### config.mk
export PLATFORM = sky130hd
export DESIGN_NAME = trace_dump_unit
export DESIGN_NICKNAME = d
export VERILOG_FILES = /design/src/rtl/trace_dump_unit.sv
export SDC_FILE = /design/constraint.sdc
export NUM_CORES = 1
export LEC_CHECK = 0
export CAP_MARGIN = 20
export CORE_ASPECT_RATIO = 0.8
export CORE_MARGIN = 5
export CORE_UTILIZATION = 45
export CTS_CLUSTER_SIZE = 14
export DETAILED_ROUTE_END_ITERATION = 10
export SETUP_SLACK_MARGIN = 0.3
export SLEW_MARGIN = 20
export SYNTH_ARGS = -nofsm -noshare
export SYNTH_HDL_FRONTEND = slang
export SYNTH_SLANG_ARGS = --single-unit
export TNS_END_PERCENT = 30
### constraint.sdc
create_clock -name clock -period 8.4 [get_ports clock]
set_input_delay 1.68 -clock clock [delete_from_list [all_inputs] [get_ports clock]]
set_output_delay 1.68 -clock clock [all_outputs]
set_load 0.01 [all_outputs]
### src/rtl/trace_dump_unit.sv
// trace_dump_unit: retire-trace recorder and end-of-run memory dump engine.
//
// Records retired {pc, inst} pairs in a circular buffer while the program
// runs. It detects the end of the program when a retiring pc word index is
// >= max_pc. After that it drains the buffer oldest-first and then streams
// RAM words 0..RAMDEPTH-1. Everything leaves through one valid/ready port.
//
// Optional build macro: TRACE_CLASS_COUNT_EN
//   Adds six saturating instruction-class counters. Their values are
//   emitted as kind-3 beats after the last memory word.
//
// Output handshake: a beat transfers on a rising edge where
// out_valid && out_ready. While out_valid=1 and out_ready=0, out_data and
// out_kind hold. out_valid only falls after a transfer.
//
// The fsm_state output mirrors the internal state for observation.
// RUN=0, DRAIN=1, DUMP=2, COUNT=3, DONE=4.
module trace_dump_unit #(
  parameter int XLEN        = 32,
  parameter int TRACE_DEPTH = 16,
  parameter int RAMDEPTH    = 256,
  parameter int CNT_W       = 32
) (
  input  logic                        clock,
  input  logic                        reset,
  input  logic [XLEN-1:0]             max_pc,
  input  logic                        ret_valid,
  input  logic [XLEN-1:0]             ret_pc,
  input  logic [XLEN-1:0]             ret_inst,
  output logic                        mem_ren,
  output logic [$clog2(RAMDEPTH)-1:0] mem_addr,
  input  logic [XLEN-1:0]             mem_rdata,
  output logic                        out_valid,
  input  logic                        out_ready,
  output logic [XLEN-1:0]             out_data,
  output logic [1:0]                  out_kind,
  output logic                        halted,
  output logic                        overflow,
  output logic                        done,
  output logic [2:0]                  fsm_state
);

  localparam int PW = $clog2(TRACE_DEPTH);
  localparam int AW = $clog2(RAMDEPTH);
  localparam logic [PW:0] FULL      = (PW+1)'(TRACE_DEPTH);
  localparam logic [PW:0] ONE_ENTRY = (PW+1)'(1);
  localparam logic [AW:0] RD_END    = (AW+1)'(RAMDEPTH);

  localparam logic [1:0] K_PC   = 2'd0;
  localparam logic [1:0] K_INST = 2'd1;
  localparam logic [1:0] K_MEM  = 2'd2;
`ifdef TRACE_CLASS_COUNT_EN
  localparam logic [1:0] K_CNT  = 2'd3;
`endif

  // Reject parameter combinations the pointer arithmetic cannot handle.
  if (TRACE_DEPTH < 2 || (TRACE_DEPTH & (TRACE_DEPTH - 1)) != 0 || CNT_W < 1) begin : g_bad_param
    $error("trace_dump_unit: TRACE_DEPTH must be a power of two >= 2 and CNT_W >= 1");
  end

  typedef enum logic [2:0] {
    S_RUN   = 3'd0,
    S_DRAIN = 3'd1,
    S_DUMP  = 3'd2,
    S_CNT   = 3'd3,
    S_DONE  = 3'd4
  } state_t;

  state_t          state;
  logic [XLEN-1:0] pc_mem   [TRACE_DEPTH];
  logic [XLEN-1:0] inst_mem [TRACE_DEPTH];
  logic [PW-1:0]   wr_ptr;
  logic [PW-1:0]   rd_ptr;
  logic [PW-1:0]   rd_next;
  logic [PW:0]     count;
  logic [AW:0]     rd_cnt;     // next RAM address to read; RD_END once all are issued
  logic            inflight;   // RAM data for the last read arrives this cycle

  logic [XLEN-1:0] ret_word;
  logic            in_range;
  logic            push;
  logic            halt_hit;
  logic            accept;

  assign fsm_state = state;
  assign ret_word  = ret_pc >> 2;
  assign in_range  = ret_word < max_pc;
  assign push      = (state == S_RUN) && ret_valid && in_range;
  assign halt_hit  = (state == S_RUN) && ret_valid && !in_range;
  assign accept    = out_valid && out_ready;
  assign rd_next   = rd_ptr + 1'b1;

  // The read strobe is decoded from registered state and the sink's ready.
  // This lets the next read issue in the cycle its predecessor is accepted,
  // which gives one word every two cycles. A read never issues while a
  // beat is stalled.
  assign mem_ren  = (state == S_DUMP) && !inflight && (rd_cnt < RD_END) &&
                    (!out_valid || out_ready);
  assign mem_addr = rd_cnt[AW-1:0];

`ifdef TRACE_CLASS_COUNT_EN
  logic [CNT_W-1:0] class_cnt [6];
  logic [2:0]       cls;
  logic [2:0]       cnt_idx;

  // Map the opcode of the retiring instruction to its counter slot.
  always_comb begin
    cls = 3'd5;
    case (ret_inst[6:0])
      7'b0110011: cls = 3'd0;
      7'b0010011: cls = 3'd1;
      7'b0000011: cls = 3'd2;
      7'b0100011: cls = 3'd3;
      7'b1100011: cls = 3'd4;
      default:    cls = 3'd5;
    endcase
  end

  // Count every recorded retire by class. Counters saturate at all-ones.
  always_ff @(posedge clock or posedge reset) begin
    if (reset) begin
      for (int i = 0; i < 6; i++) class_cnt[i] <= '0;
    end else if (push && (class_cnt[cls] != {CNT_W{1'b1}})) begin
      class_cnt[cls] <= class_cnt[cls] + 1'b1;
    end
  end
`endif

  // Trace storage is written on every recorded retire and needs no reset.
  always_ff @(posedge clock) begin
    if (push) begin
      pc_mem[wr_ptr]   <= ret_pc;
      inst_mem[wr_ptr] <= ret_inst;
    end
  end

  // Main control: buffer pointers, phase sequencing and the output register.
  always_ff @(posedge clock or posedge reset) begin
    if (reset) begin
      state     <= S_RUN;
      wr_ptr    <= '0;
      rd_ptr    <= '0;
      count     <= '0;
      rd_cnt    <= '0;
      inflight  <= 1'b0;
      halted    <= 1'b0;
      overflow  <= 1'b0;
      done      <= 1'b0;
      out_valid <= 1'b0;
      out_data  <= '0;
      out_kind  <= K_PC;
`ifdef TRACE_CLASS_COUNT_EN
      cnt_idx   <= '0;
`endif
    end else begin
      case (state)
        S_RUN: begin
          if (push) begin
            wr_ptr <= wr_ptr + 1'b1;
            if (count == FULL) begin
              // Overwrite the oldest entry; the read side moves with it.
              rd_ptr   <= rd_ptr + 1'b1;
              overflow <= 1'b1;
            end else begin
              count <= count + 1'b1;
            end
          end else if (halt_hit) begin
            halted <= 1'b1;
            state  <= S_DRAIN;
          end
        end

        S_DRAIN: begin
          if (!out_valid) begin
            if (count == '0) begin
              state <= S_DUMP;
            end else begin
              out_valid <= 1'b1;
              out_data  <= pc_mem[rd_ptr];
              out_kind  <= K_PC;
            end
          end else if (out_ready) begin
            if (out_kind == K_PC) begin
              out_data <= inst_mem[rd_ptr];
              out_kind <= K_INST;
            end else begin
              // The inst beat was taken, so the entry retires here.
              rd_ptr <= rd_next;
              count  <= count - 1'b1;
              if (count > ONE_ENTRY) begin
                out_data <= pc_mem[rd_next];
                out_kind <= K_PC;
              end else begin
                out_valid <= 1'b0;
              end
            end
          end
        end

        S_DUMP: begin
          if (mem_ren) begin
            rd_cnt   <= rd_cnt + 1'b1;
            inflight <= 1'b1;
          end
          if (inflight) begin
            inflight  <= 1'b0;
            out_valid <= 1'b1;
            out_data  <= mem_rdata;
            out_kind  <= K_MEM;
          end else if (accept) begin
            if (rd_cnt == RD_END) begin
`ifdef TRACE_CLASS_COUNT_EN
              state    <= S_CNT;
              out_data <= XLEN'(class_cnt[0]);
              out_kind <= K_CNT;
              cnt_idx  <= 3'd0;
`else
              state     <= S_DONE;
              done      <= 1'b1;
              out_valid <= 1'b0;
`endif
            end else begin
              out_valid <= 1'b0;
            end
          end
        end

`ifdef TRACE_CLASS_COUNT_EN
        S_CNT: begin
          if (accept) begin
            if (cnt_idx == 3'd5) begin
              state     <= S_DONE;
              done      <= 1'b1;
              out_valid <= 1'b0;
            end else begin
              cnt_idx  <= cnt_idx + 3'd1;
              out_data <= XLEN'(class_cnt[cnt_idx + 3'd1]);
            end
          end
        end
`endif

        S_DONE: begin
          out_valid <= 1'b0;
          done      <= 1'b1;
        end

        default: begin
          state     <= S_DONE;
          out_valid <= 1'b0;
        end
      endcase
    end
  end

endmodule

==> impl_results.md <==
* TritonCTS clock tree: yes
* Final Skew at 0.0212 ns
* CTS buffer count at 108
* FP Rows at 105
* Drt drc at 0
* Prevailing post-synth register cell: edfxtp_1
* Crit Path Class: primary input to flop
* Fmax at 159 MHz
* Final instance area at between 50000 and 60000 µm²
* First-pass GRT wire length at approximately 180000 µm
* Initial antenna violation count at 8
* Initial Util at 0.455
* Critical path launch point type: primary input
* CTS root buf: clkbuf_16
* PostCTS Resize Cnt at 0
* Placeable Area at 103000 µm²
* Hold WC Path Type: flop to flop
* Max cap viols at 0
* Slew Limit Fails at 0
* Port Buffers at 181
* Final net count at 2551
* Detailed Route WL at 121000 µm
* Hold_buf cts at 0
* Synth top area share at 0.657
* CTS H-tree lvls at 3
* Syn Std Cell Area at roughly 47000 µm²
* Worst rel slew slack at 0.287
* Final GP Congestion at 0.790
* Final worst path period share at 0.749
* Layout cell share with drive strength beyond 1 at 0.292
* Power per standard cell area at 340 nW/µm²
* Gr ovfl total at 0
* Post-synthesis cell type count at 58
* Die W at 371 µm
* Pleak at 17.0 nW
* Final setup violation count at 0
* Post-synth top cells: 1024 x edfxtp_1, 480 x mux4_2, 84 x nor2_1
* Critical path data required time at 8.69 ns
* DRT iter0 DRCs at 2551
* Area delta synth->final at 14.6%
* Clock Latency Late Sink at 0.68 ns
* Worst Max-Slew Pin Slew at 1.07 ns
* Number of global-route vias before repair at 24404
* Critical path arrival at 6.59 ns
* DP Wirelength at 66600 µm
* Via-to-Cell Ratio at a little over 6
* Final core utilization at 0.521
* Post-Synthesis Cells at around 2200
* Die ar. at 111000 µm²
* GRT Util Overall at 0.219
* CTS clk-pin slew, worst paths at 0.06 ns
* Setup TNS Final at 0 ns
* Ys Warns at 0
* RSZ-0062 raised after global routing: false
* Via Count at roughly 24000
* Post-synth EDFFs at 1024
* Crit-path max FO at 35
* Async set-reset flop share out of synthesis at 0.0588
* # IOs at 182
* Die height at slightly below 300 µm
* Final worst path period need at 6.29 ns
* Syn Area/Cell at around 21 µm²
* Fin. Hold Viols at 0
* Status: completed
* Maximum root-to-sink buffer count at 3
* First-pass iteration count of the detailed router at 5
* Largest net degree at the start of global routing at 125
* Seq/Total Area, Yosys at 0.691
* Routed len/inst at between 30 and 40 µm
* Worst VDD drop at roughly 440 µV
* Yosys reg bits at 1088
* Top cells by area, synth: edfxtp_1 66%, mux4_2 23%, dfrtp_1 3.4%
* # Post-CTS Setup Buffers at 0
* Overall power at approximately 18 mW
* Post-DP Area at 50200 µm²
* CTS sink count at about 1100
* Final ANT Viol Nets at 0
* Most frequent cell after synthesis: edfxtp_1
* CP Capture Type: flop
* Post-Syn Nets at around 2400
* Post-synth top area cell: edfxtp_1
## metal layers
layer,global-route usage,up-vias,part of all wire
met5,0,-,0.00029
met4,0.0389,6,0.017
met3,0.0460,160,0.080
met2,0.346,1078,0.48
met1,0.323,13050,0.42
li1,-,9785,-
## cell type report
cell class,count,area (µm²)
timing repair buffer,233,2300
multi-input combinational,902,13600
clock inverter,69,546
fill,7953,49200
clock buffer,129,2820
sequential,1088,32400
inverter,47,178
tap,1391,1740
antenna,4,10.0
## metrics by stage
| stage | instances | hold slack (ns) | setup slack [ns] |
|---|---|---|---|
| finish | 3863 | 0.484 | 2.11 |
| global route | 3859 | 0.504 | 1.81 |
| CTS | 3859 | 0.488 | 2.08 |
| detailed placement | 3661 | 0.475 | 1.38 |
| global placement | 3661 | 0.468 | 1.49 |
| floorplan | 2185 | 0.480 | -1.62 |
## layout by cell type (no fill, tap or decap), drive strengths merged, types with 4 or more instances in the layout
cell type	instances
o22ai	32
nand2b	4
nand2	58
edfxtp	1024
clkdlybuf4s50	181
clkinv	56
nor3	40
o211ai	5
clkbuf	129
a211o	32
dfrtp	64
inv	50
a21o	4
a21oi	11
diode	4
and3	5
nand3	6
ha	39
buf	52
nor2	84
nor4	13
xnor2	11
nand4	10
bufinv	7
mux4	480
o21ai	19
## path summary, 6_finish.rpt
check / depth (start not counted) / slack [ns] / from / to
max: 11 / 2.11 / ret_pc[21] / pc_mem[13][15]
max reg2reg: 7 / 3.80 / rd_ptr[0] / out_data[7]
min: 1 / 0.48 / out_data[26] / out_data[26]
min in group asynchronous: 2 / 1.24 / reset / rd_cnt[1]
min reg2reg: 1 / 0.48 / out_data[26] / out_data[26]
max in group asynchronous: 3 / 5.92 / reset / rd_ptr[1]
## cell families after synthesis
| logic type | share of synthesized area |
|---|---|
| flops | 0.691 |
| buf+inv | 0.0203 |
| simple gates | 0.0222 |
| compound gates | 0.0209 |
| fa+ha+maj | 0.0104 |
| mux | 0.232 |
| xor+xnor | 0.00243 |
## worst max-delay path, cell delays in order
cell,delay (ns)
clkdlybuf4s50_1,0.84
ha_1,0.37
a21oi_1,0.15
o21ai_0,0.24
o221ai_1,0.45
o2111ai_1,0.25
o21ai_2,0.61
nand3_1,0.52
nor3_2,0.28
buf_4,0.45
buf_4,0.67
## power breakdown
part	switching (mW)	total (mW)	internal, mW
sequential	0.426	6.83	6.40
clock	2.01	4.62	2.61
combinational	3.26	6.79	3.53
total	5.69	18.2	12.5
## state kept, by name (all words and copies together), names as in the netlist
name,cells
count,5
rd_cnt,9
pc_mem,512
out_valid,1
wr_ptr,4
rd_ptr,4
fsm_state,3
inst_mem,512
overflow,1
inflight,1
done,1
out_kind,2
halted,1
out_data,32
Power figures use the tool's default switching activity.
